===== src/rtl/fir_filter_mc.sv =====
// Multi-channel time-multiplexed FIR: one shared serial MAC walks the taps of the
// selected channel's delay line, then rounds/saturates the sum into a held output.

module fir_line #(
  parameter int N   = 3,
  parameter int W_X = 4
) (
  input  logic                 clk,
  input  logic                 rstn,
  input  logic                 shift_en,
  input  logic [W_X-1:0]       din,
  output logic [N:0][W_X-1:0]  taps
);
  logic [N:0][W_X-1:0] taps_q, taps_d;

  always_comb begin
    taps_d = taps_q;
    if (shift_en) begin
      taps_d[0] = din;
      for (int i = 1; i <= N; i++) taps_d[i] = taps_q[i-1];
    end
  end

  always_ff @(posedge clk) begin
    if (!rstn) taps_q <= '0;
    else       taps_q <= taps_d;
  end

  assign taps = taps_q;
endmodule

module fir_filter_mc #(
  parameter int C     = 4,
  parameter int N     = 3,
  parameter int W_X   = 4,
  parameter int W_K   = 4,
  parameter int W_OUT = W_X + W_K + $clog2(N+1),
  parameter int SHIFT = 0,
  parameter logic [N:0][W_K-1:0] K = {4'd4, 4'd3, 4'd2, 4'd1},
  localparam int CW = (C > 1) ? $clog2(C) : 1,
  localparam int AW = (N > 0) ? $clog2(N+1) : 1
) (
  input  logic              clk,
  input  logic              rstn,
  input  logic              s_valid,
  output logic              s_ready,
  input  logic [W_X-1:0]    s_data,
  input  logic [CW-1:0]     s_chan,
  input  logic              k_wr,
  input  logic [AW-1:0]     k_addr,
  input  logic [W_K-1:0]    k_data,
  input  logic              k_commit,
  output logic              m_valid,
  input  logic              m_ready,
  output logic [W_OUT-1:0]  m_data,
  output logic [CW-1:0]     m_chan,
  output logic              m_sat,
  output logic              err_chan
);
  localparam int W_ACC = W_X + W_K + $clog2(N+1);
  localparam int W_P   = W_X + W_K;
  // Rounding/saturation run wide enough that neither the rounding add nor the
  // range limits can wrap, whatever W_OUT is relative to W_ACC.
  localparam int W_E   = ((W_ACC + 1 > W_OUT) ? W_ACC + 1 : W_OUT) + 1;
  localparam logic signed [W_E-1:0] RND  =
    (SHIFT > 0) ? (W_E'(1) << ((SHIFT > 0) ? SHIFT - 1 : 0)) : '0;
  localparam logic signed [W_E-1:0] OMAX = {{(W_E-W_OUT+1){1'b0}}, {(W_OUT-1){1'b1}}};
  localparam logic signed [W_E-1:0] OMIN = {{(W_E-W_OUT+1){1'b1}}, {(W_OUT-1){1'b0}}};

  typedef enum logic [1:0] {S_IDLE, S_MAC, S_OUT} state_t;

  state_t                   state_q, state_d;
  logic [N:0][W_K-1:0]      shadow_q, shadow_d, active_q, active_d;
  logic                     pend_q, pend_d;
  logic [CW-1:0]            ch_q, ch_d;
  logic [AW-1:0]            idx_q, idx_d;
  logic signed [W_ACC-1:0]  acc_q, acc_d;
  logic                     mv_q, mv_d;
  logic [W_OUT-1:0]         md_q, md_d;
  logic [CW-1:0]            mc_q, mc_d;
  logic                     ms_q, ms_d;
  logic                     err_q, err_d;

  logic [C-1:0][N:0][W_X-1:0] line;
  logic                       accept, chan_ok, addr_ok;
  logic signed [W_P-1:0]      prod;
  logic signed [W_ACC-1:0]    sum;
  logic signed [W_E-1:0]      ext, rsh;

  assign s_ready = rstn && (state_q == S_IDLE);
  assign accept  = s_valid && s_ready;
  assign chan_ok = 32'(s_chan) < 32'(C);
  assign addr_ok = 32'(k_addr) <= 32'(N);

  for (genvar g = 0; g < C; g++) begin : g_line
    fir_line #(.N(N), .W_X(W_X)) u_line (
      .clk      (clk),
      .rstn     (rstn),
      .shift_en (accept && chan_ok && (s_chan == CW'(g))),
      .din      (s_data),
      .taps     (line[g])
    );
  end

  assign prod = $signed(line[ch_q][idx_q]) * $signed(active_q[idx_q]);
  assign sum  = acc_q + W_ACC'(prod);
  assign ext  = W_E'(sum) + RND;
  assign rsh  = ext >>> SHIFT;

  always_comb begin
    state_d  = state_q;
    shadow_d = shadow_q;
    active_d = active_q;
    pend_d   = pend_q | k_commit;
    ch_d     = ch_q;
    idx_d    = idx_q;
    acc_d    = acc_q;
    mv_d     = mv_q;
    md_d     = md_q;
    mc_d     = mc_q;
    ms_d     = ms_q;
    err_d    = 1'b0;

    if (k_wr && addr_ok) shadow_d[k_addr] = k_data;
    // Copy takes the post-write shadow, so a same-edge write is included.
    if (state_q == S_IDLE && pend_d) begin
      active_d = shadow_d;
      pend_d   = 1'b0;
    end

    case (state_q)
      S_IDLE: begin
        if (accept) begin
          if (chan_ok) begin
            ch_d    = s_chan;
            acc_d   = '0;
            idx_d   = '0;
            state_d = S_MAC;
          end else begin
            err_d = 1'b1;
          end
        end
      end
      S_MAC: begin
        acc_d = sum;
        idx_d = idx_q + 1'b1;
        if (idx_q == AW'(N)) begin
          mv_d    = 1'b1;
          mc_d    = ch_q;
          state_d = S_OUT;
          if (rsh > OMAX) begin
            md_d = OMAX[W_OUT-1:0];
            ms_d = 1'b1;
          end else if (rsh < OMIN) begin
            md_d = OMIN[W_OUT-1:0];
            ms_d = 1'b1;
          end else begin
            md_d = rsh[W_OUT-1:0];
            ms_d = 1'b0;
          end
        end
      end
      S_OUT: begin
        if (m_ready) begin
          mv_d    = 1'b0;
          state_d = S_IDLE;
        end
      end
      default: state_d = S_IDLE;
    endcase
  end

  always_ff @(posedge clk) begin
    if (!rstn) begin
      state_q  <= S_IDLE;
      shadow_q <= K;
      active_q <= K;
      pend_q   <= 1'b0;
      ch_q     <= '0;
      idx_q    <= '0;
      acc_q    <= '0;
      mv_q     <= 1'b0;
      md_q     <= '0;
      mc_q     <= '0;
      ms_q     <= 1'b0;
      err_q    <= 1'b0;
    end else begin
      state_q  <= state_d;
      shadow_q <= shadow_d;
      active_q <= active_d;
      pend_q   <= pend_d;
      ch_q     <= ch_d;
      idx_q    <= idx_d;
      acc_q    <= acc_d;
      mv_q     <= mv_d;
      md_q     <= md_d;
      mc_q     <= mc_d;
      ms_q     <= ms_d;
      err_q    <= err_d;
    end
  end

  assign m_valid  = mv_q;
  assign m_data   = md_q;
  assign m_chan   = mc_q;
  assign m_sat    = ms_q;
  assign err_chan = err_q;
endmodule


===== config.mk =====
export PLATFORM = sky130hd
export DESIGN_NAME = fir_filter_mc
export DESIGN_NICKNAME = d
export VERILOG_FILES = /design/src/rtl/fir_filter_mc.sv
export SDC_FILE = /design/constraint.sdc
export NUM_CORES = 1
export LEC_CHECK = 0
export BUFFER_PORTS_ARGS = -buffer_cell sky130_fd_sc_hd__buf_2
export CORE_UTILIZATION = 41
export CTS_CLUSTER_DIAMETER = 120
export CTS_CLUSTER_SIZE = 16
export DETAILED_ROUTE_END_ITERATION = 7
export PLACE_DENSITY = 0.67
export SLEW_MARGIN = 20
export SYNTH_ARGS = -nofsm -noshare
export SYNTH_HDL_FRONTEND = slang
export SYNTH_SLANG_ARGS = --single-unit

===== constraint.sdc =====
create_clock -name clk -period 9.2 [get_ports clk]
set_clock_uncertainty 0.2 [all_clocks]
set_input_delay 0 -clock clk [delete_from_list [all_inputs] [get_ports clk]]
set_output_delay 0 -clock clk [all_outputs]
set_load 0.03 [all_outputs]

; Word level (Yosys, flattened, before mapping)
; Cells that the tools add are included.
[word_totals]
in_bits = 18
word_cells = 96
out_inout_bits = 16
ff_bits = 127
[classes]
n_reduce_logical = 18
muxes = 25
magnitude_cmp = 6
n_eq_ne = 9
n_addsub = 2
bitwise_logic = 2
n_mul = 1
[op_table]
columns = op, count
row1 = 16-bit binary-select mux with 2-bit select, 1
row2 = 16-bit 2-to-1 mux, 2
row3 = 10-bit 2-to-1 mux, 3
row4 = 10-bit one-hot mux with 2 select lines, 1
row5 = 4-bit binary-select mux with 2-bit select, 2
row6 = 16-bit bitwise mux, 1
row7 = 4-bit 2-to-1 mux, 3
row8 = 10-bit by 8-bit adder with 10-bit output, 1
row9 = "10-bit > comparator, second input constant", 1
row10 = "10-bit < comparator, second input constant", 1
row11 = "2-bit by 3-bit < comparator with 1-bit output, second input constant", 3
row12 = 4-bit demux with 2-bit select, 1
row13 = "2-bit equality test, second input constant", 4
row14 = 1-bit logical AND, 8
row15 = 4-bit by 4-bit multiplier with 8-bit output, 1
row16 = 2-bit 2-to-1 mux, 4
row17 = "2-bit != test, second input constant", 3
row18 = 2-bit one-hot mux with 3 select lines, 1
row19 = 2-bit AND reduction, 3
row20 = 3-bit AND reduction, 2
row21 = "2-bit by 1-bit equality test with 1-bit output, second input constant", 2
row22 = 2-bit zero test, 2
row23 = 1-bit 2-to-1 mux, 4
row24 = 2-bit one-hot mux with 2 select lines, 1
row25 = other kinds (7), 8

; Logic depth before layout (Yosys ltp)
[depth]
depth_word = 9
depth_mapped = 18

; Cells and area by module
; From an unflattened synthesis, not the netlist that was laid out.
[hier_totals]
hier_cells = 597
area_unflattened_um2 = 6457.4
[modules_own_cells]
columns = mod, cells_each, instances, area_each_um2
row1 = fir_filter_mc, 393, 1, 3995.1
row2 = fir_line, 51, 4, 615.6

; Least setup slack after synthesis
; Ideal clock, no wire load.
[synth_timing]
path_kind = flip-flop to flip-flop
start = register idx_q[0]
end = register acc_q[8]
synth_period_minus_slack_ps = 5422
arrival_time_ps = 5098
path_slack_ps = 3778
stages_incl_launch_ff = 17
path_buffers = 2
required_ps = 8876
setup_ps = 124
cell_sequence = dfxtp_1 buf_2 buf_2 mux4_2 mux4_2 nand2b_1 fa_1 fa_1 fa_1 inv_1 fa_1 a21o_1 a21oi_1 o21bai_1 a21oi_1 xor2_1 o21ai_0
[synth_via]
elab_chain_len = 5
elab_cells_between_ends = 7
[synth_rtl]
columns = item, line
row1 = start: declaration, 76  ; logic [AW-1:0] idx_q, idx_d;
row2 = start signal: assignment, 193  ; idx_q <= idx_d;
row3 = 4-bit binary-select mux with 2-bit select, 105  ; assign prod = $signed(line[ch_q][idx_q]) * $signed(active_q[idx_q]);
row4 = 4-bit 2-to-1 mux (implied by the code), 105
row5 = 4-bit by 4-bit multiplier with 8-bit output *, 105
row6 = 10-bit by 8-bit adder with 10-bit output *, 106  ; assign sum = acc_q + W_ACC'(prod);
row7 = 10-bit one-hot mux with 2 select lines *, 131  ; case (state_q)
row8 = end signal: assignment, 181  ; acc_q <= '0;
row9 = end signal: assignment, 194  ; acc_q <= acc_d;
row10 = end: declaration, 77  ; logic signed [W_ACC-1:0] acc_q, acc_d;
; Every way passes the cells marked *; elsewhere a longest branch is shown, timed or not. The select of a mux whose other input is x is not followed.
; A chain may end at the register's enable or synchronous reset.

; Worst setup path in the final report
[layout_timing]
start = register ch_q[0]
end = register md_q[8], in the netlist m_data[8]
[layout_via]
elab_chain_len = 9
elab_cells_between_ends = 10
[layout_rtl]
columns = item, line
row1 = start: declaration, 75  ; logic [CW-1:0] ch_q, ch_d;
row2 = start signal: assignment, 192  ; ch_q <= ch_d;
row3 = 16-bit binary-select mux with 2-bit select *, 105
row4 = 16-bit 2-to-1 mux (implied by the code) *, 105
row5 = 4-bit binary-select mux with 2-bit select *, 105
row6 = 4-bit 2-to-1 mux (implied by the code) *, 105
row7 = 4-bit by 4-bit multiplier with 8-bit output *, 105
row8 = 10-bit by 8-bit adder with 10-bit output *, 106
row9 = 10-bit < comparator, 154  ; end else if (rsh < OMIN) begin
row10 = 10-bit 2-to-1 mux, 154
row11 = 10-bit 2-to-1 mux *, 151  ; if (rsh > OMAX) begin
row12 = end signal: assignment, 196  ; md_q <= md_d;
row13 = end: declaration, 79  ; logic [W_OUT-1:0] md_q, md_d;
; Marks and branches as above.

==> summary.txt <==
outcome - completed
Final nets - 766
cts repair resizes - 0
Slew Limit Headroom - 26.0%
synthesis-to-finish area growth - 18.6%
Synth async-reset ratio - 0%
die height - 124 um
pin count of the biggest net entering global routing - 91
starting density of the core - 42.0%
Setup violations, final - 0
GR Util All Layers - 20.2%
residual DRC count - 0
Setup crit start kind - flop
Die Area - 0.0153 mm^2
Hold Fails Final Rpt - 0
Skew-Pair Late Insertion Delay - 0.43 ns
overflow left after global routing - 0
Power Dens Cells - 203 mW/mm^2
core footprint - 0.0145 mm^2
WP data arrival - 5.88 ns
Netlist cell types - 43
Worst setup EP type - flop
critical path peak fanout - 18
Routability Congestion - 0.862
Antenna Cells - 0
dpl hpwl - 9520 um
worst hold path type - input port to flop
Internal - 1110 uW
Final Max Slew Viols - 0
pre-CTS WS - 3.42 ns
Post-CTS Hold Buffers - 23
Ports - 34
clk root buf - clkbuf_16
Post-DRT Antenna Nets - 0
Syn Std Cell Area - 0.00608 mm^2
post-CTS setup buffer count - 0
final worst path period share - 63.1%
drt wl/cell - 15.5 um
Seq pwr share - 39.4%
initial antenna violation count - 0
Max VDD drop - 0.000139 V
worst path required time - 9.27 ns
clock power share - 50.9%
Worst Tran Pin Value - 1.11 ns
Routed WL - 14100 um
CTS Buffer Depth - 2
number of warnings issued by yosys - 0
Seq/Total Area, Yosys - 41.8%
TritonCTS clock tree - done
Max Freq - 172 MHz
Synth Area per Inst - 9.05 um^2
Final WS setup - 3.39 ns
Reg clk slew, reported paths - 0.06 ns
MaxCap Viol Count - 0
Synth Instances - 672
Syn Nets - 730
Net Sw Frac - 24.1%
post-route setup TNS - 0 ns
DR vias/cell - 5.29
# port buffers - 32
drt first pass iters - 5
global-route wire length before repair - 23200 um
Leak Pwr - 0.00292 uW
clock sinks - 127
RSZ-0062 raised after global routing - false
number of global-route vias before repair - 4875
Max H-tree Level - 4
WS Path Type - flop to flop
switching power - 353 uW
logic gate share of total power - 9.6%
share of cells above drive strength 1 - 13.0%
die width - 124 um
Synth Flop Type - dfxtp_1
Tmin final - 5.81 ns
EDFF count, synth - 0
DR iter-0 viols - 300
DR vias - 4790
FP Rows - 44
Num CTS Buffers - 17
Yosys reg bits - 127
[cell type report]
class	instances	area, um^2
fill	1300	7270
multi-input combinational	465	3220
sequential	127	2540
clock buffer	19	443
timing repair buffer	60	428
tap	184	230
clock inverter	13	211
inverter	37	139
[power by group through the flow]
stage	sequential, uW	clock [uW]	combinational, uW
finish	578	747	141
global route	580	779	158
CTS	578	754	141
detailed placement	590	0	132
global placement	589	0	128
floorplan	583	0	104
[cells in the mapped netlist (3+ instances only)]
cell type,count,area [um^2]
a21oi_1,94,470
a22o_1,5,43.8
and2_1,11,68.8
buf_2,5,25.0
clkbuf_1,35,131
dfxtp_1,127,2540
fa_1,18,360
ha_1,22,275
inv_1,37,139
mux2i_1,16,160
mux4_2,22,495
nand2_1,160,601
nand2b_1,3,18.8
nand3_1,28,140
nand3b_1,3,22.5
nor2_1,28,105
nor2b_1,3,18.8
nor3_1,4,20.0
o21ai_0,4,20.0
o21bai_1,3,22.5
o22a_1,11,96.3
xnor2_1,6,52.6
[sequential cells by signal, indices dropped and copies added (netlist names)]
signal,count
pend_q,1
m_chan,2
shadow_q,16
m_data,10
state_q,2
g_line.u_line.taps,64
acc_q,10
active_q,16
m_sat,1
m_valid,1
ch_q,2
idx_q,2
[routing by layer]
metal	track usage, %	share of wire, %	vias up
li1	-	-	2346
met1	23.5	42	2297
met2	34.4	49	124
met3	5.72	6.3	23
met4	8.81	2.2	0
met5	0	0	-
[kinds of logic after synthesis]
group	after synthesis	synth area share (%)
adder cells (fa/ha/maj)	40	10.5
AO/OA/AOI/OAI	124	11.6
flip-flops	127	41.8
XOR/XNOR	9	1.52
other	1	0.0617
buffers and inverters	80	5.23
AND/OR/NAND/NOR	250	17.5
multiplexers	41	11.8
[worst max-delay path, stage by stage, from the launching register on]
cell and delay, ns:
dfxtp_1 0.93, mux4_2 0.62, mux4_2 0.53, and2_1 0.25, fa_1 0.51, inv_1 0.05, fa_1 0.46, fa_1 0.54
inv_1 0.07, fa_1 0.48, a21o_1 0.21, a21oi_1 0.21, o21bai_1 0.12, a21oi_1 0.18, xor2_1 0.20, o31ai_1 0.09
[layout by cell type, fill, tap and decap left out, types with 11 or more instances in the layout]
cell type      synthesis  layout
mux4_2                22      22
buf_2                  5      32
dlygate4sd3_1          0      23
and2_1                11      11
fa_1                  18      18
inv_1                 37      36
nand2_1              160     160
clkbuf_16              0      17
nor2_1                28      28
nand3_1               28      28
ha_1                  22      22
a21oi_1               94      94
dfxtp_1              127     127
o22a_1                11      11
mux2i_1               16      16
[path summary, 6_finish.rpt]
| path | to | slack [ns] | start | depth (start not counted) |
|---|---|---|---|---|
| max | m_data[8] | 3.39 | ch_q[0] | 15 |
| min | shadow_q[8] | 0.02 | k_addr[1] | 4 |
| max reg2reg | m_data[8] | 3.39 | ch_q[0] | 15 |
| min reg2reg | m_data[9] | 0.25 | m_data[9] | 2 |
[through the flow]
| step | utilization [%] | std cells | total power [uW] | area [um^2] | hold slack (ns) |
|---|---|---|---|---|---|
| finish | 49.8 | 905 | 1470 | 7210 | 0.0238 |
| global route | 49.8 | 905 | 1520 | 7210 | 0.0684 |
| CTS | 49.8 | 905 | 1470 | 7210 | 0.00806 |
| detailed placement | 43.7 | 850 | 722 | 6330 | 0.0926 |
| global placement | 43.7 | 850 | 717 | 6330 | 0.0868 |
| floorplan | - | 672 | 687 | 6080 | -0.117 |
Power figures use the tool's default switching activity.
